File: src/rtl/bit_serial_alu.sv
// rtl/bit_serial_alu.sv - bit-serial AND/OR/ADD/SLT ALU, one bit per clock, LSB first
module bit_serial_alu #(
  parameter int WIDTH = 32
) (
  input  logic             clk,
  input  logic             rst_n,
  input  logic             in_valid,
  output logic             in_ready,
  input  logic [WIDTH-1:0] a,
  input  logic [WIDTH-1:0] b,
  input  logic             cin,
  input  logic             ainvert,
  input  logic             binvert,
  input  logic [1:0]       s,
  output logic             out_valid,
  input  logic             out_ready,
  output logic [WIDTH-1:0] result,
  output logic             cout
);

  localparam int CW = $clog2(WIDTH);

  typedef enum logic [1:0] {IDLE, RUN, DONE} state_t;

  state_t           state, state_nx;
  logic [WIDTH-1:0] a_sh, b_sh;
  logic             ainv_q, binv_q;
  logic [1:0]       s_q;
  logic             carry;
  logic [CW-1:0]    cnt;
  logic             last;
  logic             x, y, sum, carry_nx, op_bit;

  assign last = (cnt == CW'(WIDTH - 1));

  always_comb begin
    x        = a_sh[0] ^ ainv_q;
    y        = b_sh[0] ^ binv_q;
    sum      = x ^ y ^ carry;
    carry_nx = (x & y) | (x & carry) | (y & carry);
    case (s_q)
      2'b00:   op_bit = x & y;
      2'b01:   op_bit = x | y;
      2'b10:   op_bit = sum;
      default: op_bit = 1'b0;
    endcase
  end

  always_ff @(posedge clk or negedge rst_n) begin
    if (!rst_n) state <= IDLE;
    else        state <= state_nx;
  end

  always_comb begin
    state_nx  = state;
    in_ready  = 1'b0;
    out_valid = 1'b0;
    case (state)
      IDLE: begin
        in_ready = 1'b1;
        if (in_valid) state_nx = RUN;
      end
      RUN: begin
        if (last) state_nx = DONE;
      end
      DONE: begin
        out_valid = 1'b1;
        if (out_ready) state_nx = IDLE;
      end
      default: state_nx = IDLE;
    endcase
  end

  always_ff @(posedge clk or negedge rst_n) begin
    if (!rst_n) begin
      a_sh   <= '0;
      b_sh   <= '0;
      ainv_q <= 1'b0;
      binv_q <= 1'b0;
      s_q    <= 2'b00;
      carry  <= 1'b0;
      cnt    <= '0;
      result <= '0;
      cout   <= 1'b0;
    end else begin
      case (state)
        IDLE: begin
          if (in_valid) begin
            a_sh   <= a;
            b_sh   <= b;
            ainv_q <= ainvert;
            binv_q <= binvert;
            s_q    <= s;
            carry  <= cin;
            cnt    <= '0;
          end
        end
        RUN: begin
          a_sh  <= {1'b0, a_sh[WIDTH-1:1]};
          b_sh  <= {1'b0, b_sh[WIDTH-1:1]};
          carry <= carry_nx;
          if (last) begin
            cnt  <= '0;
            cout <= carry_nx;
            // SLT reports the sign of a-b from the last sum bit, no overflow fix-up
            if (s_q == 2'b11) result <= {{(WIDTH-1){1'b0}}, sum};
            else              result <= {op_bit, result[WIDTH-1:1]};
          end else begin
            cnt    <= cnt + CW'(1);
            result <= {op_bit, result[WIDTH-1:1]};
          end
        end
        default: ;
      endcase
    end
  end

endmodule

File: config.mk
export PLATFORM = sky130hd
export DESIGN_NAME = bit_serial_alu
export DESIGN_NICKNAME = d
export VERILOG_FILES = /design/src/rtl/bit_serial_alu.sv
export SDC_FILE = /design/constraint.sdc
export NUM_CORES = 1
export LEC_CHECK = 0
export BUFFER_PORTS_ARGS = -buffer_cell sky130_fd_sc_hd__buf_2
export CAP_MARGIN = 20
export CORE_MARGIN = 1
export CORE_UTILIZATION = 35
export DETAILED_ROUTE_END_ITERATION = 12
export GPL_ROUTABILITY_DRIVEN = 0
export PLACE_DENSITY = 0.66
export SLEW_MARGIN = 10
export SYNTH_ARGS = -nofsm -noshare
export SYNTH_HDL_FRONTEND = slang
export SYNTH_SLANG_ARGS = --single-unit
File: constraint.sdc
create_clock -name clk -period 3.1 [get_ports clk]
set_input_delay 0.465 -clock clk [delete_from_list [all_inputs] [get_ports clk]]
set_output_delay 0.465 -clock clk [all_outputs]
set_load 0.01 [all_outputs]
==> flow_summary.json <==
{
  "status": "completed",
  "vias_per_cell": 5.233,
  "synth_fp_nets": 516,
  "ios": 108,
  "p_per_area_nw_per_um2": 946.6,
  "seq_area_frac_synth_pct": 57.10,
  "avgSynthCellArea_um2": 10.91,
  "worstSkewPairLatency_ps": 340,
  "yosysMostFrequentCell": "dfrtp_1",
  "cp.required_ps": 2630,
  "synth_commonest_cells": "dfrtp_1, a22oi_1, nand2_1, o21ai_1, a22o_1",
  "dp_hpwl_um": 7180,
  "worst_ir_drop_vdd_mv": 0.3571,
  "clk_path_buf_depth": 2,
  "relSlewSlack_pct": 46.95,
  "die_h_um": 118.8,
  "syn_area_um2": 4777,
  "drive_gt1_share_pct": 26.28,
  "fmax_mhz": 410.3,
  "area_delta_synth_final_pct": 18.67,
  "grt_pass1_vias": 3658,
  "whs_ps": 180.3,
  "n_fill_cell": 1304,
  "ys_ff_latch": 109,
  "grt_overflow": 0,
  "coreArea_um2": 13300,
  "grt_max_degree": 59,
  "drv_slew": 0,
  "vias": 3689,
  "worstMarginPinSlew_ps": 794.1,
  "fp-row-count": 42,
  "crit_fanout": 43,
  "max_cap_viol_count": 0,
  "start_util_pct": 35.93,
  "clkTransAtPathRegs_ps": 70,
  "seq_area_um2": 2730,
  "p_total_w": 0.005366,
  "antennaDiodeCount": 0,
  "period_share_pct": 78.62,
  "drtIter0Drc": 269,
  "synthCells": 438,
  "cts_setup_buffers": 0,
  "hold_buffers": 0,
  "synth_top_cell_by_area": "dfrtp_1",
  "route.detailed.drc": 0,
  "ant_nets": 0,
  "cts_tree": "built",
  "clockRootBuffer": "clkbuf_16",
  "dieArea_um2": 14120,
  "finalSetupViolations": 0,
  "endpoint_kind": "primary output",
  "setup_tns_ps": 0,
  "async_flop_share_pct": 100.0,
  "hp-class": "in -> async",
  "synthTopCellsByArea": "dfrtp_1, a22oi_1, a22o_1",
  "clock-sinks": 109,
  "place_inst": 689,
  "grt_pass1_wl_um": 18210,
  "fin_cells": 705,
  "portBuffers": 107,
  "finalClockSkew_ps": 7.835,
  "synth_edf_count": 0,
  "arrival_ps": 1970,
  "synth_top_flop_cell": "dfrtp_1",
  "dieWidth_um": 118.8,
  "hold_violations": 0,
  "finalCriticalPeriod_ps": 2437,
  "grt_setup_unrepaired": "false",
  "multi_input_area_um2": 1807,
  "path_class": "reg -> out",
  "antenna_found_initial": 2,
  "synth_warnings": 0,
  "gr-usage-all-layers_pct": 16.15,
  "synth_cell_types": 34,
  "drt_first_pass_iters": 4,
  "netlist.area_leader.share_pct": 57.10,
  "avgRoutedWirePerCell_um": 15.38,
  "power.leakage_nw": 2.642,
  "nets": 602,
  "routed_wl_um": 10850,
  "cts_resized": 0,
  "htreeDepth": 3,
  "startpoint_type": "flip-flop",
  "cts_made_buffers": 9
}
==> per-layer routing <==
metal | vias up | GRT usage (%) | share of wire [%] | wire length [µm]
li1 | 1759 | - | - | -
met1 | 1818 | 21.32 | 46 | 4974
met2 | 96 | 25.91 | 48 | 5174
met3 | 12 | 4.454 | 5.3 | 571
met4 | 4 | 4.747 | 0.90 | 98
met5 | - | 0 | 0.25 | 27
==> final timing paths <==
kind | startpoint | end | slack (ps) | cells after the start
min | rst_n | result[10] | 180 | 1
min in group clk | cin | carry | 330 | 3
max in group asynchronous | rst_n | state[1] | 2160 | 2
max reg2reg | state[0] | result[3] | 1140 | 3
max | state[0] | out_valid | 660 | 4
min reg2reg | cout | cout | 490 | 2
==> layout make-up <==
type,count,area share (%)
well taps,176,3.884
inverters,4,0.2648
multi-input cells,286,31.87
flip-flops and latches,109,48.16
clock inverters,5,1.081
clock buffers,11,4.105
repair buffers,114,10.64
==> through the flow <==
step / setup WS (ps) / cell area [µm²] / utilization [%]
5_1_grt: 537.8 / 5669 / 42.64
6_report: 662.7 / 5669 / 42.64
4_1_cts: 636.8 / 5669 / 42.64
3_5_place_dp: 1022 / 5375 / 40.43
2_1_floorplan: 1499 / 4777 / -
3_3_place_gp: 1046 / 5375 / 40.43
==> sequential cells by signal, indices dropped and copies added, names as in the netlist, 2 cells and up <==
signal and cells:
result 32, s_q 2, cnt 5, state 2, b_sh 32, a_sh 32
==> critical path, cell delays in order (launching register included) <==
cell      delay [ps]
dfrtp_2          740
buf_4            500
nand2b_1         190
inv_1             40
buf_2            130
==> placed cells by master (no fill, tap or decap), drive strengths merged, types with 3 or more instances in the layout <==
cell type / count
nor2b: 15
inv: 4
a22oi: 62
a22o: 34
ha: 4
buf: 114
mux2: 4
nor2: 5
o21ai: 65
clkbuf: 11
a21oi: 14
nand3: 3
clkinvlp: 3
dfrtp: 109
nand2b: 5
nand2: 60
==> power by group <==
part | internal [W] | switching [W] | total, W
clock | 0.000629 | 0.000507 | 0.00114
combinational | 0.000863 | 0.000906 | 0.00177
sequential | 0.00201 | 0.000452 | 0.00246
==> cell families (layout without fill, tap and decap cells) <==
family          after synthesis  count (layout)  share of synthesized area, %
compound gates              182             182                         25.46
flops                       109             109                         57.10
simple gates                 92              92                         9.062
buf+inv                      43             134                         5.395
fa+ha+maj                     5               5                         1.467
mux                           5               5                         1.152
xor+xnor                      2               2                        0.3668
Note: power is estimated with default switching activity, not from simulation.
